==> config.mk <==
export PLATFORM = sky130hd
export DESIGN_NAME = forwarding_control_unit_flat
export DESIGN_NICKNAME = d
export VERILOG_FILES = /design/src/rtl/forwarding_control_unit_pkg.sv /design/src/rtl/forwarding_control_unit_if.sv /design/src/rtl/forwarding_compare.sv /design/src/rtl/forwarding_control_unit.sv /design/src/flat_wrapper.sv
export SDC_FILE = /design/constraint.sdc
export NUM_CORES = 1
export LEC_CHECK = 0
export ABC_AREA = 1
export CAP_MARGIN = 15
export CORE_MARGIN = 3
export CORE_UTILIZATION = 43
export DETAILED_ROUTE_END_ITERATION = 8
export PLACE_DENSITY = 0.68
export SETUP_SLACK_MARGIN = 0.4
export SLEW_MARGIN = 40
export SYNTH_ARGS = -nofsm -noshare
export SYNTH_HDL_FRONTEND = slang
export SYNTH_SLANG_ARGS = --single-unit
==> constraint.sdc <==
create_clock -name clk -period 2.1 [get_ports clk]
set_input_delay 0.42 -clock clk [delete_from_list [all_inputs] [get_ports clk]]
set_output_delay 0.42 -clock clk [all_outputs]
set_load 0.005 [all_outputs]
==> src/rtl/forwarding_control_unit_pkg.sv <==
// Shared forwarding constants: operand-mux select encodings used by
// the forwarding unit and by any EX-stage operand mux.
package forwarding_control_unit_pkg;

  typedef enum logic [1:0] {
    SEL_REG = 2'b00,
    SEL_MEM = 2'b01,
    SEL_WB  = 2'b10
  } fwd_sel_e;

  localparam int NB_SEL = 2;

endpackage

==> src/rtl/forwarding_control_unit_if.sv <==
// ID-stage request bundle and forwarding/hazard response bundle.
interface forwarding_control_unit_if #(
  parameter int NB_ADDR  = 5,
  parameter int NB_COUNT = 32
);
  import forwarding_control_unit_pkg::*;

  logic                id_valid;
  logic [NB_ADDR-1:0]  id_rs;
  logic [NB_ADDR-1:0]  id_rt;
  logic [NB_ADDR-1:0]  id_dest;
  logic                id_reg_write;
  logic                id_mem_read;
  logic [NB_SEL-1:0]   select_a;
  logic [NB_SEL-1:0]   select_b;
  logic                stall;
  logic                bubble;
  logic [NB_COUNT-1:0] stall_count;

  modport master (
    output id_valid, id_rs, id_rt, id_dest,
    output id_reg_write, id_mem_read,
    input  select_a, select_b, stall, bubble,
    input  stall_count
  );

  modport slave (
    input  id_valid, id_rs, id_rt, id_dest,
    input  id_reg_write, id_mem_read,
    output select_a, select_b, stall, bubble,
    output stall_count
  );

endinterface

==> src/rtl/forwarding_compare.sv <==
// Priority compare of one EX-stage source register against MEM and WB
// destinations; MEM wins, register 0 never forwards.
module forwarding_compare
  import forwarding_control_unit_pkg::*;
#(
  parameter int NB_ADDR = 5
) (
  input  logic [NB_ADDR-1:0] src,
  input  logic [NB_ADDR-1:0] mem_dest,
  input  logic               mem_reg_write,
  input  logic [NB_ADDR-1:0] wb_dest,
  input  logic               wb_reg_write,
  output fwd_sel_e           sel
);

  logic mem_hit;
  logic wb_hit;

  always_comb begin
    mem_hit = mem_reg_write && (mem_dest != '0)
              && (mem_dest == src);
    wb_hit  = wb_reg_write && (wb_dest != '0)
              && (wb_dest == src);
  end

  always_comb begin
    sel = SEL_REG;
    if (mem_hit)
      sel = SEL_MEM;
    else if (wb_hit)
      sel = SEL_WB;
  end

endmodule

==> src/rtl/forwarding_control_unit.sv <==
// Shadow EX/MEM/WB state, operand forwarding selects, load-use stall
// detection and a stall-cycle counter.
module forwarding_control_unit
  import forwarding_control_unit_pkg::*;
#(
  parameter int NB_ADDR  = 5,
  parameter int NB_COUNT = 32
) (
  input  logic                      clk,
  input  logic                      reset,
  input  logic                      enable,
  forwarding_control_unit_if.slave  bus
);

  logic [NB_ADDR-1:0]  ex_rs_q, ex_rs_d;
  logic [NB_ADDR-1:0]  ex_rt_q, ex_rt_d;
  logic [NB_ADDR-1:0]  ex_dest_q, ex_dest_d;
  logic                ex_rw_q, ex_rw_d;
  logic                ex_mr_q, ex_mr_d;
  logic [NB_ADDR-1:0]  mem_dest_q, mem_dest_d;
  logic                mem_rw_q, mem_rw_d;
  logic [NB_ADDR-1:0]  wb_dest_q, wb_dest_d;
  logic                wb_rw_q, wb_rw_d;
  logic [NB_COUNT-1:0] stall_count_q, stall_count_d;

  logic     stall;
  fwd_sel_e sel_a;
  fwd_sel_e sel_b;

  always_comb begin
    stall = bus.id_valid && ex_mr_q && (ex_dest_q != '0)
            && ((ex_dest_q == bus.id_rs)
             || (ex_dest_q == bus.id_rt));
  end

  forwarding_compare #(.NB_ADDR(NB_ADDR)) u_cmp_a (
    .src           (ex_rs_q),
    .mem_dest      (mem_dest_q),
    .mem_reg_write (mem_rw_q),
    .wb_dest       (wb_dest_q),
    .wb_reg_write  (wb_rw_q),
    .sel           (sel_a)
  );

  forwarding_compare #(.NB_ADDR(NB_ADDR)) u_cmp_b (
    .src           (ex_rt_q),
    .mem_dest      (mem_dest_q),
    .mem_reg_write (mem_rw_q),
    .wb_dest       (wb_dest_q),
    .wb_reg_write  (wb_rw_q),
    .sel           (sel_b)
  );

  always_comb begin
    ex_rs_d       = ex_rs_q;
    ex_rt_d       = ex_rt_q;
    ex_dest_d     = ex_dest_q;
    ex_rw_d       = ex_rw_q;
    ex_mr_d       = ex_mr_q;
    mem_dest_d    = mem_dest_q;
    mem_rw_d      = mem_rw_q;
    wb_dest_d     = wb_dest_q;
    wb_rw_d       = wb_rw_q;
    stall_count_d = stall_count_q;
    if (enable) begin
      mem_dest_d = ex_dest_q;
      mem_rw_d   = ex_rw_q;
      wb_dest_d  = mem_dest_q;
      wb_rw_d    = mem_rw_q;
      // A stalled or empty ID slot enters EX as a bubble
      if (stall || !bus.id_valid) begin
        ex_rs_d   = '0;
        ex_rt_d   = '0;
        ex_dest_d = '0;
        ex_rw_d   = 1'b0;
        ex_mr_d   = 1'b0;
      end else begin
        ex_rs_d   = bus.id_rs;
        ex_rt_d   = bus.id_rt;
        ex_dest_d = bus.id_dest;
        ex_rw_d   = bus.id_reg_write;
        ex_mr_d   = bus.id_mem_read;
      end
      if (stall)
        stall_count_d = stall_count_q + NB_COUNT'(1);
    end
  end

  always_ff @(posedge clk) begin
    if (reset) begin
      ex_rs_q       <= '0;
      ex_rt_q       <= '0;
      ex_dest_q     <= '0;
      ex_rw_q       <= 1'b0;
      ex_mr_q       <= 1'b0;
      mem_dest_q    <= '0;
      mem_rw_q      <= 1'b0;
      wb_dest_q     <= '0;
      wb_rw_q       <= 1'b0;
      stall_count_q <= '0;
    end else begin
      ex_rs_q       <= ex_rs_d;
      ex_rt_q       <= ex_rt_d;
      ex_dest_q     <= ex_dest_d;
      ex_rw_q       <= ex_rw_d;
      ex_mr_q       <= ex_mr_d;
      mem_dest_q    <= mem_dest_d;
      mem_rw_q      <= mem_rw_d;
      wb_dest_q     <= wb_dest_d;
      wb_rw_q       <= wb_rw_d;
      stall_count_q <= stall_count_d;
    end
  end

  assign bus.select_a    = sel_a;
  assign bus.select_b    = sel_b;
  assign bus.stall       = stall;
  assign bus.bubble      = stall;
  assign bus.stall_count = stall_count_q;

endmodule

==> src/flat_wrapper.sv <==
// flat-port wrapper written by rule: the top's interface ports become plain ports
module forwarding_control_unit_flat import forwarding_control_unit_pkg::*;
#(
  parameter int NB_ADDR  = 5,
  parameter int NB_COUNT = 32
)
  (clk, reset, enable, bus_id_valid, bus_id_rs, bus_id_rt, bus_id_dest, bus_id_reg_write, bus_id_mem_read, bus_select_a, bus_select_b, bus_stall, bus_bubble, bus_stall_count);
  forwarding_control_unit_if #(.NB_ADDR(NB_ADDR), .NB_COUNT(NB_COUNT)) bus_i ();
  input  logic clk;
  input  logic reset;
  input  logic enable;
  input wire logic [$bits(bus_i.id_valid)-1:0] bus_id_valid;
  input wire logic [$bits(bus_i.id_rs)-1:0] bus_id_rs;
  input wire logic [$bits(bus_i.id_rt)-1:0] bus_id_rt;
  input wire logic [$bits(bus_i.id_dest)-1:0] bus_id_dest;
  input wire logic [$bits(bus_i.id_reg_write)-1:0] bus_id_reg_write;
  input wire logic [$bits(bus_i.id_mem_read)-1:0] bus_id_mem_read;
  output wire logic [$bits(bus_i.select_a)-1:0] bus_select_a;
  output wire logic [$bits(bus_i.select_b)-1:0] bus_select_b;
  output wire logic [$bits(bus_i.stall)-1:0] bus_stall;
  output wire logic [$bits(bus_i.bubble)-1:0] bus_bubble;
  output wire logic [$bits(bus_i.stall_count)-1:0] bus_stall_count;
  assign bus_i.id_valid = bus_id_valid;
  assign bus_i.id_rs = bus_id_rs;
  assign bus_i.id_rt = bus_id_rt;
  assign bus_i.id_dest = bus_id_dest;
  assign bus_i.id_reg_write = bus_id_reg_write;
  assign bus_i.id_mem_read = bus_id_mem_read;
  assign bus_select_a = bus_i.select_a;
  assign bus_select_b = bus_i.select_b;
  assign bus_stall = bus_i.stall;
  assign bus_bubble = bus_i.bubble;
  assign bus_stall_count = bus_i.stall_count;
  forwarding_control_unit #(.NB_ADDR(NB_ADDR), .NB_COUNT(NB_COUNT)) u_core (.clk(clk), .reset(reset), .enable(enable), .bus(bus_i));
endmodule
==> impl_metrics.tcl, run 1 <==
set metrics [dict create \
    status "completed" \
    first_pass_iters 5 \
    numCtsBuffers 9 \
    yosysUniqueCellTypes 30 \
    yosysSeqAreaShare_pct 31.98 \
    cts_tree "built" \
    worst_ep_arrival_time_ps 1580 \
    grt_pass1_vias 3719 \
    drt-total-wl_mm 11.56 \
    rsz0062_at_grt "true" \
    finalNonFillerCells 759 \
    avgSynthCellArea_um2 6.653 \
    core_area_mm2 0.008423 \
    final_common_cell "nand2_1" \
    clk_pin_slew_ps 60 \
    place_ws_ps -421.9 \
    drtIter0Drc 211 \
    maxSlewHeadroom_pct 70.36 \
    end_kind "output pin" \
    drive_above_1_share_pct 22.32 \
    drtAntennaViolNets 0 \
    wl_per_cell_um 15.23 \
    num_rows 33 \
    hold_buffers 0 \
    fin_crit_sh_pct 95.22 \
    fin_worst_skew_ps 11.54 \
    combPwrFrac_pct 11.7 \
    slew_violations 0 \
    syn_inst 574 \
    finalNetCount 673 \
    tightest_slew_ps 444.6 \
    grt_max_degree 40 \
    io_pins 59 \
    gp_congestion 0.8999 \
    synth-seq-cells 61 \
    ff2ff_setup_slack_ps 330 \
    leakage_nw 1.861 \
    r2r_start "u_core.ex_dest_q[3]" \
    hp-class "reg -> reg" \
    crit_start "u_core.mem_dest_q[0]" \
    drc 0 \
    tns_ps 0 \
    cts_root_buf "clkbuf_8" \
    start_kind "flip-flop" \
    switching_power_w 0.0006404 \
    cap_violations 0 \
    synth_area_mm2 0.003819 \
    numPortBuffers 58 \
    netSwitchingFraction_pct 25.79 \
    hold_path_depth 2 \
    synth_nets 596 \
    r2r-end "u_core.bus.stall_count[6]" \
    die_w_um 100.2 \
    n_antenna_cell 0 \
    crit_type "reg -> out" \
    cellInternalPower_w 0.001842 \
    grt-ovfl-total 0 \
    initial_core_util_pct 45.34 \
    hold_viol_final 0 \
    fmax_mhz 500.1 \
    grt_first_pass_wirelength_mm 18.31 \
    worst_slack_ps 100.4 \
    dp_cells 733 \
    yosysWarnings 0 \
    irDropWorstVdd_mv 0.3179 \
    viasPerCell 5.299 \
    whs_endpoint "u_core.ex_rw_q" \
    clock_latency_ps 330 \
    crit_fanout 2 \
    final_cell_mix "nand2_1 (187), nor2_1 (64), a21oi_1 (53)" \
    die_h_um 100.2 \
    area_delta_synth_final_pct 32.14 \
    numClockSinks 61 \
    htreeDepth 3 \
    post-route-min-period_ps 2000 \
    p_per_area_mw_per_mm2 492.0 \
    antenna_found_initial 0 \
    hpwl_mm 7.819 \
    r2r_cells 12 \
    critPathRequiredTime_ps 1680 \
    power_frac_clock_pct 40.0 \
    vias 4022 \
    seqPwrFrac_pct 48.4 \
    die_area_mm2 0.01005 \
    final-setup-viol-count 0 \
    grt_util_all_layers_pct 22.44 \
    holdCritStartpoint "u_core.ex_rw_q" \
    clock_path_buffers 2 \
]
[registers in the layout, summed over array words and instances (netlist names)]
signal	count
u_core.mem_rw_q	1
u_core.bus.stall_count	32
u_core.ex_rw_q	1
u_core.wb_dest_q	5
u_core.ex_dest_q	5
u_core.ex_mr_q	1
u_core.ex_rs_q	5
u_core.wb_rw_q	1
u_core.ex_rt_q	5
u_core.mem_dest_q	5
[kinds of logic after synthesis]
logic type	Yosys count	share of synthesized area, %
xor gates and xnor gates	34	7.798
AOI/OAI and AO/OA	72	9.994
and+or+nand+nor	354	43.05
buffers and inverters	52	6.847
DFF	61	31.98
adders and majority gates	1	0.3276
[what timing repair did]
action                                  4_1_cts  5_1_grt
resized for setup                            91       30
pin swaps                                    12       13
cloned                                        0        3
buffers inserted                              3        6
endpoints found under the setup margin       84       65
[how the worst max path moves through the flow]
stage	to	slack (ps)	cells past startpoint
after floorplan	bus_stall	390	8
after global placement	bus_bubble	-380	8
after detailed placement	bus_stall	-420	8
after CTS	bus_select_a[1]	-20	6
after global routing	bus_select_a[1]	20	5
final	bus_select_a[1]	100	6
[final cells by class]
| class | instances | area (um2) |
|---|---|---|
| tap | 105 | 131.4 |
| fill | 817 | 3377 |
| inverter | 25 | 101.3 |
| multi-input combinational | 461 | 2466 |
| clock buffer | 13 | 178.9 |
| timing repair buffer | 93 | 859.6 |
| sequential | 61 | 1304 |
| clock inverter | 1 | 5.005 |
[metrics by stage]
step / util (%) / hold slack [ps] / total power (W) / instance area, um2
2_1_floorplan: - / 444.7 / 0.001402 / 3819
3_3_place_gp: 53.88 / 457.4 / 0.001496 / 4538
3_5_place_dp: 53.88 / 466.9 / 0.001503 / 4538
4_1_cts: 57.31 / 475.5 / 0.002489 / 4827
5_1_grt: 59.91 / 504.6 / 0.002580 / 5046
6_report: 59.91 / 476.4 / 0.002483 / 5046
[per-layer routing]
layer  vias up  part of all wire [%]  wire length (um)  global-route usage [%]
li1       2014                     -                 -                       -
met1      1891                    46              5271                   31.32
met2       110                    49              5721                   36.70
met3         7                   4.2               483                   3.197
met4         0                  0.73                84                   5.181
met5         -                     0                 0                       0
[synthesized netlist by cell type]
cell type / n / area (um2)
nand2_2: 3 / 18.77
buf_4: 6 / 45.04
nand3_1: 25 / 125.1
clkbuf_1: 12 / 45.04
nor2_1: 69 / 259.0
nand3_4: 3 / 52.55
xnor2_1: 17 / 148.9
a21oi_4: 1 / 16.27
nand3_2: 4 / 40.04
o41ai_1: 2 / 17.52
nand4_1: 10 / 62.56
a22oi_1: 1 / 7.510
buf_1: 1 / 3.750
o21ai_0: 14 / 70.07
nor2_4: 3 / 33.78
clkbuf_8: 1 / 13.76
nor3_1: 4 / 20.02
or2_2: 4 / 25.02
dfxtp_1: 61 / 1221
nand2_4: 2 / 22.52
a21oi_1: 54 / 270.3
buf_6: 4 / 45.04
inv_2: 8 / 30.03
xor2_1: 17 / 148.9
buf_2: 3 / 15.01
inv_1: 17 / 63.81
nand2_1: 190 / 713.2
nor2_2: 5 / 31.28
nand3b_1: 32 / 240.2
ha_1: 1 / 12.51
[power groups by stage]
stage | registers (W) | clock network [W] | logic [W]
after floorplan | 0.00123 | 0 | 0.000169
after detailed placement | 0.00124 | 0 | 0.000266
after CTS | 0.00121 | 0.00101 | 0.000273
after global routing | 0.00120 | 0.00106 | 0.000319
after global placement | 0.00124 | 0 | 0.000259
final | 0.00120 | 0.000992 | 0.000289
[critical path, stage by stage, from the launching register on]
cell	delay, ps
dfxtp_2	310
or2_4	240
o41ai_2	190
buf_4	180
nor2_4	40
nor3_2	160
buf_2	130
(Power assumes the default switching activity.)
==> inputs of run 2 (changes only) <==
--- a/config.mk
+++ b/config.mk
@@ -10,6 +10,7 @@
 export CORE_MARGIN = 3
 export CORE_UTILIZATION = 43
 export DETAILED_ROUTE_END_ITERATION = 8
+export GPL_TIMING_DRIVEN = 0
 export PLACE_DENSITY = 0.68
 export SETUP_SLACK_MARGIN = 0.4
 export SLEW_MARGIN = 40
==> constraint.sdc (replaced) <==
create_clock -name clk -period 2.35 [get_ports clk]
set_input_delay 0.47 -clock clk [delete_from_list [all_inputs] [get_ports clk]]
set_output_delay 0.47 -clock clk [all_outputs]
set_load 0.005 [all_outputs]
==> run 2 against run 1 <==
  * Core utilization fell by 1.2 points
  * Sequential cell count is the same
  * Clock skew decreased by 1.3 ps
  * Critical path type unchanged
  * Hold slack worse by 28 ps
  * Sequential share of layout area down 0.58 points
  * Critical path depth increased by 3
  * Clock power shrank 5.9%
==> impl_metrics.tcl, run 2 (same netlist as run 1, synthesis figures left out) <==
set metrics [dict create \
    clock_latency_ps 340 \
    numCtsBuffers 9 \
    grt_pass1_vias 3833 \
    irDropWorstVdd_mv 0.3139 \
    area_delta_synth_final_pct 29.59 \
    fin_crit_sh_pct 92.21 \
    wl_per_cell_um 15.08 \
    die_h_um 100.2 \
    tns_ps 0 \
    wl_met3_um 478 \
    post-route-min-period_ps 2167 \
    worst_ep_arrival_time_ps 1700 \
    crit_type "reg -> out" \
    fmax_mhz 461.5 \
    m1WireLength_mm 5.196 \
    rsz0062_at_grt "true" \
    dr_wl_met2_mm 5.651 \
    hold_path_depth 3 \
    drtIter0Drc 197 \
    p_per_area_mw_per_mm2 460.7 \
    core_area_mm2 0.008423 \
    antenna_found_initial 0 \
    end_kind "output pin" \
    leakage_nw 1.796 \
    drive_above_1_share_pct 16.04 \
    cap_violations 0 \
    gp_congestion 0.9211 \
    drc 0 \
    n_antenna_cell 0 \
    slew_violations 0 \
    start_kind "flip-flop" \
    critPathRequiredTime_ps 1880 \
    finish.utilization_pct 58.75 \
    cts_tree "built" \
    io_pins 59 \
    first_pass_iters 5 \
    vias 4017 \
    grt_first_pass_wirelength_mm 18.94 \
    num_rows 33 \
    hp-class "in -> reg" \
    tightest_slew_ps 598.4 \
    maxSlewHeadroom_pct 60.10 \
    die_area_mm2 0.01005 \
    ff2ff_setup_slack_ps 510 \
    largest_reg_flops 32 \
    clk_pin_slew_ps 70 \
    die_w_um 100.2 \
    final-setup-viol-count 0 \
    grt_max_degree 11 \
    final_common_cell "nand2_1" \
    viasPerCell 5.244 \
    status "completed" \
    finalNetCount 678 \
    r2r_cells 12 \
    clock_path_buffers 2 \
    hpwl_mm 8.558 \
    cts_root_buf "clkbuf_8" \
    crit_fanout 2 \
    drt-total-wl_mm 11.55 \
    numClockSinks 61 \
    fin_worst_skew_ps 10.22 \
    grt_util_all_layers_pct 23.58 \
    drtAntennaViolNets 0 \
    final_cell_mix "nand2_1 (189), nor2_1 (65), a21oi_1 (54)" \
    grt-ovfl-total 0 \
    top_layer "met4" \
    hold_buffers 0 \
    place_area_mm2 0.004511 \
    initial_core_util_pct 45.34 \
    numPortBuffers 56 \
    hold_viol_final 0 \
    htreeDepth 3 \
    design_area_mm2 0.004949 \
]
## run 2: cell types whose count changed in the layout (fill, tap and decap cells not counted), sizes merged
cell / delta
clkinv: +1
clkinvlp: +1
clkdlybuf4s50: +1
clkdlybuf4s15: +5
clkbuf: +8
bufinv: +1
dlygate4sd2: -6
buf: -4
## run 2: worst paths after layout
| kind | start | to |
|---|---|---|
| worst max-delay path | u_core.mem_dest_q[3] | bus_select_a[1] |
| worst min-delay path | bus_id_valid | u_core.ex_rs_q[0] |
| worst max register to register | u_core.ex_dest_q[4] | u_core.bus.stall_count[26] |
| worst min register to register | u_core.ex_rw_q | u_core.ex_rw_q |
## run 2: layout make-up
class / count / area [um2]
fill: 829 / 3475
clock inverter: 4 / 47.55
multi-input combinational: 461 / 2431
inverter: 25 / 93.84
timing repair buffer: 71 / 674.4
tap: 105 / 131.4
clock buffer: 12 / 145.1
sequential: 61 / 1250
buffer: 27 / 175.2
## run 2: what timing repair did
item	4_1_cts	5_1_grt
buffers inserted	10	5
resized for setup	67	18
pin swaps	10	13
setup endpoints to repair	11	11
## run 2: critical path: stages (launching register included)
cell and delay (ps):
dfxtp_4 340, buf_6 110, buf_6 110, xor2_2 130, nor2_1 100, nand4_1 120, nor2_2 170, buf_4 130
nor3_2 30, buf_2 130
## run 2: per-layer routing
metal | vias to the layer above | track usage, %
li1 | 2025 | -
met1 | 1864 | 30.81
met3 | 27 | 4.031
met2 | 101 | 39.86
met4 | 0 | 6.839
met5 | - | 0
## run 2: report_power, final
group | leakage (nW) | switching, W | internal [W] | total (W)
logic | 1.20 | 0.000139 | 0.000119 | 0.000258
clock network | 0.0964 | 0.000417 | 0.000516 | 0.000933
registers | 0.502 | 0.0000352 | 0.00105 | 0.00109
total | 1.80 | 0.000591 | 0.00169 | 0.00228
## run 2: stage by stage
| step | setup WS [ps] | hold slack, ps | cells | total power (W) |
|---|---|---|---|---|
| global placement | -670.1 | 459.5 | 735 | 0.001332 |
| global route | 65.12 | 440.9 | 766 | 0.002375 |
| CTS | 169.0 | 439.0 | 761 | 0.002282 |
| floorplan | 539.0 | 444.7 | 574 | 0.001253 |
| detailed placement | -679.1 | 463.8 | 735 | 0.001338 |
| finish | 183.0 | 447.9 | 766 | 0.002280 |
